<file path="src/rtl/idelay_cal_capture_pkg.sv">
// -----------------------------------------------------------------------------
// idelay_cal_capture_pkg
// Shared LACCP package for the IDELAYE3 tap-count capture block.
// Holds the capture FSM state type and the default parameter constants used
// by idelay_cal_capture and cal_stable_detect.
// -----------------------------------------------------------------------------
package idelay_cal_capture_pkg;

    localparam int CAL_CNTVALUE_BITS  = 9;
    localparam int CAL_ALIGN_DELAY    = 54;
    localparam int CAL_SETTLE_CYCLES  = 64;
    localparam int CAL_STABLE_COUNT   = 4;
    localparam int CAL_TIMEOUT_CYCLES = 65535;

    typedef enum logic [2:0] {
        ST_IDLE,
        ST_WAIT_RDY,
        ST_SETTLE,
        ST_SAMPLE,
        ST_CHECK,
        ST_DONE,
        ST_ERROR
    } cal_state_e;

endpackage

</file>
<file path="src/rtl/idelay_cal_capture_stable_detect.sv">
// -----------------------------------------------------------------------------
// cal_stable_detect
// Qualifies the live master/slave CNTVALUEOUT pair while the capture FSM is
// sampling, and flags (hit_o) the cycle whose pair should be latched.
//
// Default build: counts consecutive identical pairs; hit_o fires on the
// cycle the run length reaches kStableCount, and master_o/slave_o carry the
// current (stable) pair.
// With `CAL_AVERAGE_EN defined: accumulates 8 consecutive pairs; hit_o fires
// on the 8th and master_o/slave_o carry the half-up rounded mean (sum+4)>>3.
//
// Ports:
//   clk_i      clock (rising edge)
//   rstn_i     synchronous active-low reset
//   sample_i   FSM is in SAMPLE; low clears the run/accumulation
//   master_i   live master tap count
//   slave_i    live slave tap count
//   hit_o      latch request (combinational, valid only while sample_i=1)
//   master_o   master value to latch
//   slave_o    slave value to latch
// -----------------------------------------------------------------------------
module cal_stable_detect
    import idelay_cal_capture_pkg::*;
#(
    parameter int kCNTVALUEbit = CAL_CNTVALUE_BITS,
    parameter int kStableCount = CAL_STABLE_COUNT
) (
    input  logic                    clk_i,
    input  logic                    rstn_i,
    input  logic                    sample_i,
    input  logic [kCNTVALUEbit-1:0] master_i,
    input  logic [kCNTVALUEbit-1:0] slave_i,
    output logic                    hit_o,
    output logic [kCNTVALUEbit-1:0] master_o,
    output logic [kCNTVALUEbit-1:0] slave_o
);

`ifdef CAL_AVERAGE_EN

    localparam int AW = kCNTVALUEbit + 3;

    logic [AW-1:0] acc_m_q, acc_m_d, acc_s_q, acc_s_d;
    logic [AW-1:0] sum_m, sum_s, rnd_m, rnd_s;
    logic [2:0]    n_q, n_d;

    always_comb begin
        sum_m = acc_m_q + AW'(master_i);
        sum_s = acc_s_q + AW'(slave_i);
        rnd_m = sum_m + AW'(4);
        rnd_s = sum_s + AW'(4);
        hit_o    = sample_i && (n_q == 3'd7);
        master_o = rnd_m[AW-1:3];
        slave_o  = rnd_s[AW-1:3];
        acc_m_d  = '0;
        acc_s_d  = '0;
        n_d      = '0;
        if (sample_i && !hit_o) begin
            acc_m_d = sum_m;
            acc_s_d = sum_s;
            n_d     = n_q + 3'd1;
        end
    end

    always_ff @(posedge clk_i) begin
        if (!rstn_i) begin
            acc_m_q <= '0;
            acc_s_q <= '0;
            n_q     <= '0;
        end else begin
            acc_m_q <= acc_m_d;
            acc_s_q <= acc_s_d;
            n_q     <= n_d;
        end
    end

`else

    localparam int            CW = $clog2(kStableCount + 1);
    localparam logic [CW-1:0] K  = CW'(kStableCount);

    logic [kCNTVALUEbit-1:0] prev_m_q, prev_s_q;
    logic [CW-1:0]           cnt_q, cnt_d;

    // cnt_q == 0 means "no previous pair yet", so the first sample after
    // SAMPLE entry always loads the run length with 1.
    always_comb begin
        cnt_d = '0;
        if (sample_i) begin
            if (cnt_q == '0 || master_i != prev_m_q || slave_i != prev_s_q)
                cnt_d = CW'(1);
            else if (cnt_q != K)
                cnt_d = cnt_q + 1'b1;
            else
                cnt_d = cnt_q;
        end
        hit_o    = sample_i && (cnt_d == K);
        master_o = master_i;
        slave_o  = slave_i;
    end

    always_ff @(posedge clk_i) begin
        if (!rstn_i) begin
            cnt_q    <= '0;
            prev_m_q <= '0;
            prev_s_q <= '0;
        end else begin
            cnt_q <= cnt_d;
            if (sample_i) begin
                prev_m_q <= master_i;
                prev_s_q <= slave_i;
            end
        end
    end

`endif

endmodule

</file>
<file path="src/rtl/idelay_cal_capture.sv">
// -----------------------------------------------------------------------------
// idelay_cal_capture
// Captures the initial master/slave IDELAYE3 CNTVALUEOUT tap counts once the
// IDELAYCTRL is ready. EN_VTC is held high except while sampling, the pair is
// latched once it qualifies (see cal_stable_detect), and a range check then
// reports init_valid or cal_error. A start pulse in DONE/ERROR re-captures.
//
// Build option: `CAL_AVERAGE_EN selects 8-sample averaging instead of the
// consecutive-stable-pair rule.
//
// Ports:
//   CLK                    clock (rising edge)
//   RSTN                   synchronous active-low reset
//   start                  capture request pulse (honoured in IDLE/DONE/ERROR)
//   idelayctrl_rdy         IDELAYCTRL RDY, synchronous to CLK
//   cntvalueout_master     live master CNTVALUEOUT
//   cntvalueout_slave      live slave CNTVALUEOUT
//   en_vtc                 EN_VTC to both IDELAYE3s (low in SAMPLE/CHECK)
//   CNTVALUEOUTInit        latched master tap count
//   CNTVALUEOUT_slaveInit  latched slave tap count
//   init_valid             latched values are valid (DONE)
//   cal_error              capture failed (ERROR)
// -----------------------------------------------------------------------------
module idelay_cal_capture
    import idelay_cal_capture_pkg::*;
#(
    parameter int kCNTVALUEbit   = CAL_CNTVALUE_BITS,
    parameter int kAlignDelay    = CAL_ALIGN_DELAY,
    parameter int kSettleCycles  = CAL_SETTLE_CYCLES,
    parameter int kStableCount   = CAL_STABLE_COUNT,
    parameter int kTimeoutCycles = CAL_TIMEOUT_CYCLES
) (
    input  logic                    CLK,
    input  logic                    RSTN,
    input  logic                    start,
    input  logic                    idelayctrl_rdy,
    input  logic [kCNTVALUEbit-1:0] cntvalueout_master,
    input  logic [kCNTVALUEbit-1:0] cntvalueout_slave,
    output logic                    en_vtc,
    output logic [kCNTVALUEbit-1:0] CNTVALUEOUTInit,
    output logic [kCNTVALUEbit-1:0] CNTVALUEOUT_slaveInit,
    output logic                    init_valid,
    output logic                    cal_error
);

    localparam int                      TW          = $clog2(kTimeoutCycles + 1);
    localparam logic [TW-1:0]           TMO_MAX     = TW'(kTimeoutCycles);
    localparam logic [TW-1:0]           SETTLE_LAST = TW'(kSettleCycles - 1);
    localparam logic [kCNTVALUEbit-1:0] ALIGN       = kCNTVALUEbit'(kAlignDelay);

    cal_state_e              state_q, state_d;
    logic [TW-1:0]           tmo_q, tmo_d, tmo_inc;
    logic [kCNTVALUEbit-1:0] master_q, slave_q;
    logic                    en_vtc_q, init_valid_q, cal_error_q;

    logic                    det_hit;
    logic [kCNTVALUEbit-1:0] det_master, det_slave;

    cal_stable_detect #(
        .kCNTVALUEbit (kCNTVALUEbit),
        .kStableCount (kStableCount)
    ) u_detect (
        .clk_i    (CLK),
        .rstn_i   (RSTN),
        .sample_i (state_q == ST_SAMPLE),
        .master_i (cntvalueout_master),
        .slave_i  (cntvalueout_slave),
        .hit_o    (det_hit),
        .master_o (det_master),
        .slave_o  (det_slave)
    );

    // One counter serves both the settle delay and the timeout: both are
    // measured from SETTLE entry, so the settle exit is just an early tap.
    assign tmo_inc = (tmo_q == TMO_MAX) ? tmo_q : tmo_q + 1'b1;

    always_comb begin
        state_d = state_q;
        tmo_d   = tmo_q;
        unique case (state_q)
            ST_IDLE: begin
                tmo_d = '0;
                if (start) state_d = ST_WAIT_RDY;
            end
            ST_WAIT_RDY: begin
                tmo_d = '0;
                if (idelayctrl_rdy) state_d = ST_SETTLE;
            end
            ST_SETTLE: begin
                tmo_d = tmo_inc;
                if (!idelayctrl_rdy)            state_d = ST_ERROR;
                else if (tmo_inc == TMO_MAX)    state_d = ST_ERROR;
                else if (tmo_q == SETTLE_LAST)  state_d = ST_SAMPLE;
            end
            ST_SAMPLE: begin
                tmo_d = tmo_inc;
                // A qualifying pair beats a simultaneous timeout.
                if (!idelayctrl_rdy)            state_d = ST_ERROR;
                else if (det_hit)               state_d = ST_CHECK;
                else if (tmo_inc == TMO_MAX)    state_d = ST_ERROR;
            end
            ST_CHECK: begin
                if (master_q > ALIGN && slave_q != '0) state_d = ST_DONE;
                else                                   state_d = ST_ERROR;
            end
            ST_DONE, ST_ERROR: begin
                if (start) state_d = ST_WAIT_RDY;
            end
            default: state_d = ST_IDLE;
        endcase
    end

    // Outputs are registered from the next state so they line up with state_q.
    always_ff @(posedge CLK) begin
        if (!RSTN) begin
            state_q      <= ST_IDLE;
            tmo_q        <= '0;
            master_q     <= '0;
            slave_q      <= '0;
            en_vtc_q     <= 1'b1;
            init_valid_q <= 1'b0;
            cal_error_q  <= 1'b0;
        end else begin
            state_q      <= state_d;
            tmo_q        <= tmo_d;
            en_vtc_q     <= !(state_d == ST_SAMPLE || state_d == ST_CHECK);
            init_valid_q <= (state_d == ST_DONE);
            cal_error_q  <= (state_d == ST_ERROR);
            if (state_q == ST_SAMPLE && state_d == ST_CHECK) begin
                master_q <= det_master;
                slave_q  <= det_slave;
            end
        end
    end

    assign en_vtc                = en_vtc_q;
    assign CNTVALUEOUTInit       = master_q;
    assign CNTVALUEOUT_slaveInit = slave_q;
    assign init_valid            = init_valid_q;
    assign cal_error             = cal_error_q;

endmodule

</file>
<file path="config.mk">
export PLATFORM = sky130hd
export DESIGN_NAME = idelay_cal_capture
export DESIGN_NICKNAME = d
export VERILOG_FILES = /design/src/rtl/idelay_cal_capture_pkg.sv /design/src/rtl/idelay_cal_capture_stable_detect.sv /design/src/rtl/idelay_cal_capture.sv
export SDC_FILE = /design/constraint.sdc
export NUM_CORES = 1
export LEC_CHECK = 0
export ABC_CLOCK_PERIOD_IN_PS = 3600
export CAP_MARGIN = 25
export CORE_ASPECT_RATIO = 0.5
export CORE_MARGIN = 3
export CORE_UTILIZATION = 62
export CTS_BUF_LIST = sky130_fd_sc_hd__clkbuf_4 sky130_fd_sc_hd__clkbuf_8
export DETAILED_ROUTE_END_ITERATION = 10
export PLACE_DENSITY = 0.87
export SETUP_SLACK_MARGIN = 0.5
export SKIP_CTS_REPAIR_TIMING = 1
export SYNTH_ARGS = -nofsm -noshare
export SYNTH_HDL_FRONTEND = slang
export SYNTH_SLANG_ARGS = --single-unit
export TNS_END_PERCENT = 1
</file>
<file path="constraint.sdc">
create_clock -name CLK -period 3.6 [get_ports CLK]
set_input_delay 1.08 -clock CLK [delete_from_list [all_inputs] [get_ports CLK]]
set_output_delay 1.08 -clock CLK [all_outputs]
set_load 0.05 [all_outputs]
</file>
[Yosys cells after proc, flatten, opt, wreduce, memory -nomap -nowiden]
Cells that the tools add are included.
Cells by class
  add/sub/neg operators: 2
  eq/ne operators: 17
  multiplexer cells: 15
  $lt $le $gt $ge: 1
  reduce and logical (&&, ||, !) cells: 14
Operator list (number)
  two-way mux 3 bit: 11
  equality test 16 bit, second input constant: 2
  one-hot mux 16 bit (2 select lines): 1
  equality test 3 bit, second input constant: 7
  != test 9 bit: 2
  adder 16 x 1 -> 16 bit, second input constant: 1
  equality test 16 x 6 -> 1 bit, second input constant: 1
  two-way mux 16 bit: 1
  one-hot mux 3 bit (5 select lines): 1
  equality test 3 x 2 -> 1 bit, second input constant: 3
  greater-than comparator 9 x 6 -> 1 bit, second input constant: 1
  nonzero test 9 bit: 1
  zero test 3 bit: 2
  OR reduction 2 bit: 2
  adder 3 x 1 -> 3 bit, second input constant: 1
  equality test 3 x 1 -> 1 bit, second input constant: 1
  logical AND 1 bit: 3
  logical OR 1 bit: 3
  != test 3 bit, second input constant: 1
  OR reduction 3 bit: 1
  two-way mux 2 bit: 1
  nonzero test 2 bit: 1
  zero test 1 bit: 1
Storage, ports and cells
  logic and storage cells: 59
  input bits: 22
  output and inout port bits: 21
  flip-flop bits (word level): 61

[Logic depth before layout (Yosys ltp)]
  depth in word-level cells: 13
  mapped depth: 10
  mapped depth without buffers: 8

[Modules after synthesis]
From an unflattened synthesis, not the netlist that was laid out.
Unflattened totals
  cells, all modules: 403
  area total of the unflattened synthesis: 3365.7 um^2
Modules (own cells, without submodules)
  idelay_cal_capture: seq. area each 800.8 um^2, cells each 281, instances 1, area each 2173.3 um^2
  cal_stable_detect: seq. area each 420.4 um^2, cells each 122, instances 1, area each 1192.4 um^2

[Worst setup path after synthesis]
No wires, ideal clock.
  path type: input port to flip-flop
  from: input cntvalueout_master[1]
  to: register master_q[7] (netlist: CNTVALUEOUTInit[7])
  path buffers: 2
  required time: 3.478 ns
  arrival: 2.425 ns
  library setup time: 0.122 ns
  setup slack: 1.054 ns
  stages on the path: 8
  path through: xnor2_1 nand2_1 a2111oi_4 a31oi_1 nand3b_1 buf_6 buf_12 mux2i_1
Between the ends
  cells in the longest elaborated chain, start to end: 12
Ends and longest elaborated chain
  start: declaration: line idelay_cal_capture.sv:37  | input logic [kCNTVALUEbit-1:0] cntvalueout_master,
  != test 9 bit: line idelay_cal_capture_stable_detect.sv:89  | if (cnt_q == '0 || master_i != prev_m_q || slave_i != prev_s_q)
  logical OR 1 bit (2 in a row): line idelay_cal_capture_stable_detect.sv:89
  two-way mux 3 bit: line idelay_cal_capture_stable_detect.sv:89
  two-way mux 3 bit: line idelay_cal_capture_stable_detect.sv:88  | if (sample_i) begin
  equality test 3 bit: line idelay_cal_capture_stable_detect.sv:96  | hit_o = sample_i && (cnt_d == K);
  logical AND 1 bit: line idelay_cal_capture_stable_detect.sv:96
  two-way mux 3 bit: line idelay_cal_capture.sv:99  | else if (det_hit) state_d = ST_CHECK;
  two-way mux 3 bit: line idelay_cal_capture.sv:98  | if (!idelayctrl_rdy) state_d = ST_ERROR;
  one-hot mux 3 bit (5 select lines): line idelay_cal_capture.sv:80  | unique case (state_q)
  equality test 3 bit: line idelay_cal_capture.sv:129  | if (state_q == ST_SAMPLE && state_d == ST_CHECK) begin
  logical AND 1 bit: line idelay_cal_capture.sv:129
  end signal: assignment: line idelay_cal_capture.sv:130  | master_q <= det_master;
  end: declaration: line idelay_cal_capture.sv:53  | logic [kCNTVALUEbit-1:0] master_q, slave_q;
Every way passes these cells.
A chain may end at the register's enable or synchronous reset.

[Worst setup path after layout]
  from: input cntvalueout_master[4]
  to: register master_q[1] (netlist: CNTVALUEOUTInit[1])
Same word-level chain as after synthesis.

==> qor.yml <==
power:
  max-vdd-ir-drop_mv: 0.3122
  p_leak_uw: 0.001447
  finalPower_uw: 1847
  power_density_mw_per_mm2: 469.1
synth:
  synth-simple-area-share_pct: 24.14
  synth_compound_area_share_pct: 20.76
  ys.flop_type: "dfxtp_1"
  synth_top_family_by_area: "simple AND/OR/NAND/NOR gates"
  syn-mean-instance-area_um2: 8.063
  ys_top_cells_by_area: "dfxtp_1 37%, nand2_1 9.7%, mux2i_1 6.0%, a21oi_1 5.2%, xnor2_1 5.0%"
  yosys.area.top_type: "dfxtp_1"
  yosysSeqAreaShare_pct: 36.58
  synth.distinct_cells: 59
  yosysWarnings: 0
  synth_xor_area_share_pct: 5.510
  synth-seq-cells: 61
  yosysMostFrequentCell: "nand2_1"
  synth.cells.most_frequent: "86 x nand2_1, 61 x dfxtp_1, 35 x a21oi_1, 25 x o21ai_0, 20 x mux2i_1"
  netlist_instances: 414
  synth_mux_area_share_pct: 5.997
  syn_nets: 439
  synth-async-reset-ratio_pct: 0
  syn_area_mm2: 0.003338
  synth-adder-area-share_pct: 1.424
  yosysTopAreaCellShare_pct: 36.58
  synth_edf_count: 0
route:
  vias: 3231
  detail-route-antenna-nets: 0
  routed.top_layer: "met4"
  wl_met1_mm: 3.618
  drt_iter0_markers: 230
  route.detailed.drc: 0
  wl_per_cell_um: 16.66
  drtPass1Iterations: 5
  wl_met2_mm: 4.247
  viasPerCell: 6.190
  wl_mm: 8.695
  wl_met3_um: 670
cts:
  root_buffer: "clkbuf_8"
  htree_levels: 3
  cts_tree: "done"
  clkTransAtPathRegs_ns: 0.07
  cts_buffers: 9
  cts_buffer_depth: 2
  clock-sinks: 61
  insertion_delay_ns: 0.35
placement:
  io_buffers: 42
  gp_congestion: 0.9226
  hpwl_mm: 6.023
floorplanning:
  fp.dieH_um: 57.89
  core_mm2: 0.005067
  die-area_mm2: 0.006354
  io-pin-count: 43
  die_x_um: 109.8
  rows: 18
  start_util_pct: 65.88
sta:
  period_share_pct: 81.85
  relSlewSlack_pct: 65.86
  slew_viol_final: 0
  fmax_mhz: 339.4
  rsz0062_at_grt: "no"
  tightestPinTransition_ns: 0.5055
  setup_tns_ns: 0
  period_minus_slack_ns: 2.946
  hold_violations: 0
  skew_ns: 0.01083
  setup_viol_count_final: 0
global_route:
  antenna_found_initial: 0
  gr-usage-all-layers_pct: 28.95
  grt_pass1_wl_mm: 14.37
  first_global_vias: 3090
  overflow: 0
  grt_max_degree: 38
layout:
  num-nets-final: 472
  area_growth_pct: 17.95
  antenna_cells: 0
  layout-drive-gt1-share_pct: 8.186
  fillCellCount: 362
setup_path:
  cp.arrival_ns: 3.17
  worstSetupPathType: "primary input to flop"
  critical_path.max_fanout: 19
  required_ns: 3.82
  cp-start-kind: "primary input"
  endpoint_kind: "flop"
flow_run:
  maxCapViolCount: 0
status:
  outcome: "finished, final reports clean"
worst_hold_path:
  hold_path.class: "flop to flop"
stage by stage:
| stage | hold slack, ns | worst slack (ns) | util (%) | cells | instance area [um^2] |
|---|---|---|---|---|---|
| 5_1_grt | 0.4913 | 0.5594 | 77.70 | 522 | 3938 |
| 3_3_place_gp | 0.4542 | 0.4627 | 74.22 | 506 | 3761 |
| 2_1_floorplan | 0.4478 | 1.054 | - | 414 | 3338 |
| 4_1_cts | 0.4715 | 0.6931 | 77.70 | 522 | 3938 |
| 3_5_place_dp | 0.4608 | 0.3595 | 74.22 | 506 | 3761 |
| 6_report | 0.4702 | 0.6535 | 77.70 | 522 | 3938 |
layer usage:
metal	GRT usage (%)	vias to the layer above
met2	48.66	139
li1	-	1537
met3	8.565	21
met4	11.01	0
met1	35.47	1534
met5	0	-
path summary, 6_finish.rpt:
path | start | end | slack, ns | cells after the start
setup / recovery | cntvalueout_master[4] | CNTVALUEOUTInit[1]$_SDFFE_PN0P_ | 0.65 | 8
hold / removal | u_detect.prev_s_q[4]$_SDFFE_PN0P_ | u_detect.prev_s_q[4]$_SDFFE_PN0P_ | 0.47 | 2
setup reg to reg | tmo_q[0]$_SDFFE_PN0P_ | cal_error$_SDFF_PN0_ | 1.16 | 7
hold reg to reg | u_detect.prev_s_q[4]$_SDFFE_PN0P_ | u_detect.prev_s_q[4]$_SDFFE_PN0P_ | 0.47 | 2
registers in the layout, summed over array words and instances, names as in the netlist:
| signal | cells |
|---|---|
| CNTVALUEOUTInit | 9 |
| CNTVALUEOUT_slaveInit | 9 |
| cal_error | 1 |
| en_vtc | 1 |
| init_valid | 1 |
| state_q | 3 |
| tmo_q | 16 |
| u_detect.cnt_q | 3 |
| u_detect.prev_m_q | 9 |
| u_detect.prev_s_q | 9 |
kinds of logic after synthesis:
kind of cell    count (synthesis)
flops                          61
fa+ha+maj                       4
buf+inv                        39
xor+xnor                       21
mux                            20
compound gates                105
simple gates                  164
final cells by class:
class                   instances  area (um^2)  share of cell area, %
well taps                      70        87.58                  2.224
flip-flops and latches         61         1221                  31.01
clock buffers                   9        123.9                  3.146
multi-input cells             314         1931                  49.03
clock inverters                 7        52.55                  1.335
inverters                      11        41.29                  1.049
repair buffers                 50        480.5                  12.20
layout by cell type, fill, tap and decap left out, types with 2 or more instances in the layout:
master and n:
a2111oi_4 2, a211oi_1 5, a21o_1 3, a21oi_1 35, a31oi_1 8, and3_1 2, and4_1 3, buf_4 8
clkbuf_8 9, clkdlybuf4s50_1 42, clkinv_2 2, clkinv_4 4, dfxtp_1 61, ha_1 3, inv_1 10, mux2i_1 20
nand2_1 86, nand3_1 10, nand4_1 7, nand4_2 2, nor2_1 18, nor3_1 14, nor4_1 6, o21a_1 6
o21ai_0 25, o21ai_1 3, o31ai_1 2, or3_1 5, xnor2_1 19, xor2_1 2
power breakdown:
group | leakage, uW | total, uW | switching [uW] | internal [uW]
registers | 0.000494 | 773 | 45.6 | 727
clock network | 0.0000891 | 550 | 299 | 251
logic | 0.000864 | 524 | 334 | 190
total | 0.00145 | 1850 | 679 | 1170
worst max-delay path, cell delays in order:
cell and delay, ns:
clkdlybuf4s50_1 0.45, xnor2_1 0.25, nand4_1 0.23, a2111oi_4 0.32, a31oi_1 0.20, nand3b_1 0.21
buf_4 0.25, mux2i_1 0.17
Power figures use the tool's default switching activity.
